==> src/rtl/lfsr_gen_if.sv <==
// Bus between an LFSR consumer and lfsr_gen: seed/step controls in,
// pattern, serial bit and measured-period status out.
interface lfsr_gen_if #(
   parameter int BIT_WIDTH = 8
);
   logic                 load_in;
   logic [BIT_WIDTH-1:0] seed_in;
   logic                 shift_in;
   logic                 valid_out;
   logic [BIT_WIDTH-1:0] res_out;
   logic                 bit_out;
   logic                 wrap_out;
   logic [BIT_WIDTH-1:0] period_out;
   logic                 period_valid_out;
   logic                 seed_err_out;

   modport master (
      output load_in, seed_in, shift_in,
      input  valid_out, res_out, bit_out, wrap_out,
             period_out, period_valid_out, seed_err_out
   );

   modport slave (
      input  load_in, seed_in, shift_in,
      output valid_out, res_out, bit_out, wrap_out,
             period_out, period_valid_out, seed_err_out
   );
endinterface

==> src/rtl/lfsr_gen.sv <==
// Parametrised Fibonacci LFSR with programmable taps, zero-seed protection,
// serial bit output and on-the-fly period measurement against the loaded seed.
module lfsr_gen #(
   parameter int                   BIT_WIDTH = 8,
   parameter logic [BIT_WIDTH-1:0] TAP_MASK  = BIT_WIDTH'(8'h1D)
) (
   input logic       clk,
   input logic       rstn,
   lfsr_gen_if.slave bus
);

   if (BIT_WIDTH < 2 || BIT_WIDTH > 32) begin : g_width_check
      $error("lfsr_gen: BIT_WIDTH=%0d outside legal range 2..32", BIT_WIDTH);
   end

   // Without tap 0 the map is not a bijection and the seed may never recur.
   if (TAP_MASK[0] != 1'b1) begin : g_tap_check
      $error("lfsr_gen: TAP_MASK[0] must be 1");
   end

   logic [BIT_WIDTH-1:0] state_q,        state_d;
   logic [BIT_WIDTH-1:0] ref_seed_q,     ref_seed_d;
   logic [BIT_WIDTH-1:0] step_cnt_q,     step_cnt_d;
   logic [BIT_WIDTH-1:0] period_q,       period_d;
   logic                 valid_q,        valid_d;
   logic                 bit_q,          bit_d;
   logic                 wrap_q,         wrap_d;
   logic                 period_valid_q, period_valid_d;
   logic                 seed_err_q,     seed_err_d;

   logic                 fb;
   logic [BIT_WIDTH-1:0] next_state;

   assign fb         = ^(state_q & TAP_MASK);
   assign next_state = {fb, state_q[BIT_WIDTH-1:1]};

   always_comb begin
      state_d        = state_q;
      ref_seed_d     = ref_seed_q;
      step_cnt_d     = step_cnt_q;
      period_d       = period_q;
      period_valid_d = period_valid_q;
      bit_d          = bit_q;
      valid_d        = 1'b0;
      wrap_d         = 1'b0;
      seed_err_d     = 1'b0;

      if (bus.load_in) begin
         // A zero seed would lock the register at zero forever.
         if (bus.seed_in == '0) begin
            state_d    = BIT_WIDTH'(1);
            ref_seed_d = BIT_WIDTH'(1);
            seed_err_d = 1'b1;
         end else begin
            state_d    = bus.seed_in;
            ref_seed_d = bus.seed_in;
         end
         step_cnt_d     = '0;
         period_d       = '0;
         period_valid_d = 1'b0;
      end else if (bus.shift_in) begin
         state_d = next_state;
         bit_d   = state_q[0];
         valid_d = 1'b1;
         if (next_state == ref_seed_q) begin
            wrap_d         = 1'b1;
            period_d       = step_cnt_q + BIT_WIDTH'(1);
            period_valid_d = 1'b1;
            step_cnt_d     = '0;
         end else begin
            step_cnt_d = step_cnt_q + BIT_WIDTH'(1);
         end
      end
   end

   always_ff @(posedge clk or negedge rstn) begin
      if (!rstn) begin
         state_q        <= BIT_WIDTH'(1);
         ref_seed_q     <= BIT_WIDTH'(1);
         step_cnt_q     <= '0;
         period_q       <= '0;
         period_valid_q <= 1'b0;
         valid_q        <= 1'b0;
         bit_q          <= 1'b0;
         wrap_q         <= 1'b0;
         seed_err_q     <= 1'b0;
      end else begin
         state_q        <= state_d;
         ref_seed_q     <= ref_seed_d;
         step_cnt_q     <= step_cnt_d;
         period_q       <= period_d;
         period_valid_q <= period_valid_d;
         valid_q        <= valid_d;
         bit_q          <= bit_d;
         wrap_q         <= wrap_d;
         seed_err_q     <= seed_err_d;
      end
   end

   assign bus.res_out          = state_q;
   assign bus.valid_out        = valid_q;
   assign bus.bit_out          = bit_q;
   assign bus.wrap_out         = wrap_q;
   assign bus.period_out       = period_q;
   assign bus.period_valid_out = period_valid_q;
   assign bus.seed_err_out     = seed_err_q;

endmodule

==> src/flat_wrapper.sv <==
// flat-port wrapper written by rule: the top's interface ports become plain ports
module lfsr_gen_flat 
#(
   parameter int                   BIT_WIDTH = 8,
   parameter logic [BIT_WIDTH-1:0] TAP_MASK  = BIT_WIDTH'(8'h1D)
)
  (clk, rstn, bus_load_in, bus_seed_in, bus_shift_in, bus_valid_out, bus_res_out, bus_bit_out, bus_wrap_out, bus_period_out, bus_period_valid_out, bus_seed_err_out);
  lfsr_gen_if #(.BIT_WIDTH(BIT_WIDTH)) bus_i ();
  input logic clk;
  input logic rstn;
  input wire logic [$bits(bus_i.load_in)-1:0] bus_load_in;
  input wire logic [$bits(bus_i.seed_in)-1:0] bus_seed_in;
  input wire logic [$bits(bus_i.shift_in)-1:0] bus_shift_in;
  output wire logic [$bits(bus_i.valid_out)-1:0] bus_valid_out;
  output wire logic [$bits(bus_i.res_out)-1:0] bus_res_out;
  output wire logic [$bits(bus_i.bit_out)-1:0] bus_bit_out;
  output wire logic [$bits(bus_i.wrap_out)-1:0] bus_wrap_out;
  output wire logic [$bits(bus_i.period_out)-1:0] bus_period_out;
  output wire logic [$bits(bus_i.period_valid_out)-1:0] bus_period_valid_out;
  output wire logic [$bits(bus_i.seed_err_out)-1:0] bus_seed_err_out;
  assign bus_i.load_in = bus_load_in;
  assign bus_i.seed_in = bus_seed_in;
  assign bus_i.shift_in = bus_shift_in;
  assign bus_valid_out = bus_i.valid_out;
  assign bus_res_out = bus_i.res_out;
  assign bus_bit_out = bus_i.bit_out;
  assign bus_wrap_out = bus_i.wrap_out;
  assign bus_period_out = bus_i.period_out;
  assign bus_period_valid_out = bus_i.period_valid_out;
  assign bus_seed_err_out = bus_i.seed_err_out;
  lfsr_gen #(.BIT_WIDTH(BIT_WIDTH), .TAP_MASK(TAP_MASK)) u_core (.clk(clk), .rstn(rstn), .bus(bus_i));
endmodule
==> config.mk <==
export PLATFORM = sky130hd
export DESIGN_NAME = lfsr_gen_flat
export DESIGN_NICKNAME = d
export VERILOG_FILES = /design/src/rtl/lfsr_gen_if.sv /design/src/rtl/lfsr_gen.sv /design/src/flat_wrapper.sv
export SDC_FILE = /design/constraint.sdc
export NUM_CORES = 1
export LEC_CHECK = 0
export ABC_AREA = 0
export ABC_CLOCK_PERIOD_IN_PS = 3400
export CORE_UTILIZATION = 56
export DETAILED_ROUTE_END_ITERATION = 8
export GPL_TIMING_DRIVEN = 1
export PLACE_DENSITY = 0.84
export SETUP_SLACK_MARGIN = 0.15
export SLEW_MARGIN = 15
export SYNTH_ARGS = -nofsm -noshare
export SYNTH_HDL_FRONTEND = slang
export SYNTH_SLANG_ARGS = --single-unit
==> constraint.sdc <==
create_clock -name clk -period 3.4 [get_ports clk]
set_input_delay 0.85 -clock clk [delete_from_list [all_inputs] [get_ports clk]]
set_output_delay 0.85 -clock clk [all_outputs]
set_load 0.005 [all_outputs]
==> metrics.md <==
| Metric | Value |
|---|---|
| Core area | `3080 sq um` |
| Biggest fanout along the worst timing path | `11` |
| Timing startpoint of the critical path | `u_core.bus.res_out[5]` |
| Sequential fraction of the synthesis area | `between 50% and 60%` |
| CTS H-tree lvls | `2` |
| Setup Viol. Count Final | `0` |
| Data arrival time of the critical path | `roughly 2.6 ns` |
| Final wirelength | `roughly 4000 um` |
| Terminating pin of the worst hold path | `u_core.bus.period_valid_out` |
| Top cells by instance count after synthesis | `sky130_fd_sc_hd__dfrtp_1, sky130_fd_sc_hd__o21ai_0, sky130_fd_sc_hd__nand2_1` |
| Antenna Nets Post-Route | `0` |
| Fmax | `between 400 and 500 MHz` |
| Synth Cell Area | `roughly 1800 sq um` |
| Required time at the worst-slack endpoint | `~3.6 ns` |
| Area occupied by multi-input gates | `between 800 and 900 sq um` |
| EDFF count, synth | `0` |
| Synthesized flop and latch total | `37` |
| Root Buffer Master | `sky130_fd_sc_hd__clkbuf_4` |
| Synth top area share | `47.6%` |
| Yosys synthesis warning count | `0` |
| Clock-pin slew reported for the worst setup and hold paths after clock tree synthesis | `between 0.1 and 0.15 ns` |
| Via count of the first global-routing pass | `1,391` |
| Filler instances | `235` |
| Flip-flop cell with the highest count after synthesis | `sky130_fd_sc_hd__dfrtp_1` |
| Final Hold Vio Count | `0` |
| Largest cells by area after synthesis | `sky130_fd_sc_hd__dfrtp_1, sky130_fd_sc_hd__mux2i_1, sky130_fd_sc_hd__xor2_1, sky130_fd_sc_hd__o21ai_0, sky130_fd_sc_hd__dfstp_2` |
| Total setup buffers inserted after CTS | `0` |
| Number of CTS-inserted buffers | `5` |
| Number of cells traversed by the worst hold path | `1` |
| Cell taking the most area after synthesis | `sky130_fd_sc_hd__dfrtp_1` |
| Total GRT Usage | `25.9%` |
| First-pass GRT wire length | `6620 um` |
| List of cells traversed by the critical path | `xor2_1 > nor4_2 > and4_4 > mux2_2` |
| Antenna violations before repair | `0` |
| Drt first-iter violations | `about 100` |
| Distinct cell type count after synthesis | `40` |
| Avg Cell Area, Syn | `between 10 and 15 sq um` |
| Most numerous cell in the Yosys netlist | `sky130_fd_sc_hd__dfrtp_1` |
| Slowest stage cell, crit path | `sky130_fd_sc_hd__nor4_2` |
| Time the worst path needs with I/O delays and setup | `between 2 and 2.5 ns` |
| I/O pins | `33` |
| Source-to-sink clock delay at the later pin of the worst-skew pair | `~0.33 ns` |
| Overflow left after global routing | `0` |
| Post-synthesis net count | `between 150 and 200` |
| Routability cong. | `between 0.8 and 0.9` |
| Worst r2r src | `u_core.bus.res_out[5]` |
| VDD IR-drop max | `about 260 uV` |
| Chip width | `59.3 um` |
| WL/cell | `between 15 and 20 um` |
| Sinks on Clock Net | `37` |
| Beginning of the worst hold path | `u_core.bus.period_valid_out` |
| Worst path max stage delay | `around 0.75 ns` |
| Net count, final | `~220` |
| Fin crit share | `68.3%` |
| Synth async-reset ratio | `between 90% and 100%` |
| Areal power density over the cells | `~400 nW/um^2` |
| Worst slew pin tran | `between 0.8 and 0.9 ns` |
| Kind of launch point of the worst setup path | `register` |
| Status | `finished clean` |
| Number of cells on the critical path | `4` |
| Post-synthesis to final-layout area growth | `22.8%` |
| Reg2Reg Capture Point | `u_core.bus.period_out[6]` |
| Pre-CTS setup slack | `approximately 1.0 ns` |
| Die ar. | `between 3000 and 4000 sq um` |
| Length of the first detailed-routing pass in iterations | `4` |
| Reported leakage power | `around 0.00096 uW` |
| Number of max-capacitance violations reported | `0` |
| Final max-slew violation count | `0` |
| Post-layout worst setup margin | `approximately 1.1 ns` |
| Starting Density | `between 50% and 60%` |
| Storage cell area | `slightly above 900 sq um` |
| Setup skew after layout | `approximately 0.0076 ns` |
| Hold Crit Class | `register to register` |
| Fraction of final layout cells sized beyond drive strength 1 | `11.7%` |
| Worst slew margin relative to its limit | `between 40% and 50%` |
| Dominant delay contributor by cell family on the critical path | `simple AND/OR/NAND/NOR gates` |
| CTS tree | `built` |
| CTS hold repair buffers | `0` |
| Setup repair after global routing missed its margin | `no` |
| Via density | `between 5 and 6` |
| Chip Height | `between 50 and 60 um` |
| Post-DP HPWL | `about 2800 um` |
| Maximum number of pins on one net before global-route repair | `38` |
| Post-route setup TNS | `0 ns` |
| Reg-to-reg slack, setup | `approximately 1.1 ns` |
| Crit path buffers/inverters | `0` |
| Category of the most critical setup path | `register to register` |
| DRC violations left | `0` |
| Number of instances in the synthesized netlist | `170` |
| Vias post-DR | `roughly 1,500` |
| Cell row count | `20` |
| Count of buffers inserted at the top-level ports | `32` |
| Type of element capturing the critical path | `register` |
| Total inserted antenna cells | `0` |
| Max clock buf depth | `2` |
| Post-cts repair resize count | `0` |
| FF-to-FF path depth | `4` |
-- report_power, final --
group,switching [uW],internal (uW),total [uW]
clock,137,97.7,234
sequential,28.4,467,495
combinational,91.4,84.3,176
-- placed cells by master (no fill, tap or decap), types with 3 or more instances in the layout --
cell,synthesis,final
sky130_fd_sc_hd__nand2_1,14,14
sky130_fd_sc_hd__clkdlybuf4s50_1,0,32
sky130_fd_sc_hd__o21ai_0,15,15
sky130_fd_sc_hd__buf_4,0,3
sky130_fd_sc_hd__mux2i_1,9,9
sky130_fd_sc_hd__a41oi_1,4,4
sky130_fd_sc_hd__nor3_1,3,3
sky130_fd_sc_hd__nand3_1,7,7
sky130_fd_sc_hd__xnor2_1,5,5
sky130_fd_sc_hd__inv_1,10,10
sky130_fd_sc_hd__xor2_1,9,9
sky130_fd_sc_hd__a211oi_1,4,4
sky130_fd_sc_hd__a21oi_1,4,4
sky130_fd_sc_hd__nor2_1,9,9
sky130_fd_sc_hd__dfrtp_1,35,35
sky130_fd_sc_hd__clkbuf_4,0,5
sky130_fd_sc_hd__mux2_2,3,3
-- how the worst max path moves through the flow --
stage                                    end
floorplan           u_core.bus.period_out[2]
global placement        u_core.step_cnt_q[3]
detailed placement      u_core.step_cnt_q[3]
CTS                           bus_res_out[0]
global route        u_core.bus.period_out[6]
finish              u_core.bus.period_out[6]
-- cells by family (layout without fill, tap and decap cells) --
logic type                 Yosys count  in the layout  share of synthesized area, %
and+or+nand+nor                     51             51                          16.0
DFF                                 37             37                          50.4
AOI/OAI and AO/OA                   36             36                          13.4
buffers and inverters               17             52                          3.88
xor gates and xnor gates            16             16                          8.84
muxes                               12             12                          6.73
adders and majority gates            1              1                         0.680
-- registers in the layout, summed over array words and instances (netlist names) --
signal                       count
u_core.bus.bit_out               1
u_core.bus.period_out            8
u_core.bus.period_valid_out      1
u_core.bus.res_out               8
u_core.bus.seed_err_out          1
u_core.bus.valid_out             1
u_core.bus.wrap_out              1
u_core.ref_seed_q                8
u_core.step_cnt_q                8
-- layer usage --
layer  wire, um  track usage, %  vias up
li1           -               -      675
met1       1690            36.0      702
met5          0               0        -
met3        284            4.80        9
met4         58            9.86        0
met2       1950            40.1       72
-- stage by stage --
step           power (uW)  utilization (%)  instances  hold WS [ns]  instance area (sq um)
2_1_floorplan         594                -        170         0.487                   1840
3_3_place_gp          670             71.6        242         0.484                   2200
3_5_place_dp          678             71.6        242         0.487                   2200
4_1_cts               906             73.4        249         0.516                   2260
5_1_grt               945             73.4        249         0.549                   2260
6_report              906             73.4        249         0.523                   2260
-- area by class of cell --
cell class,count,area share (%)
clock buffers,7,2.44
inverters,10,1.66
multi-input cells,116,37.2
flip-flops and latches,37,41.1
well taps,44,2.44
repair buffers,35,15.2
Note: power is estimated with default switching activity, not from simulation.
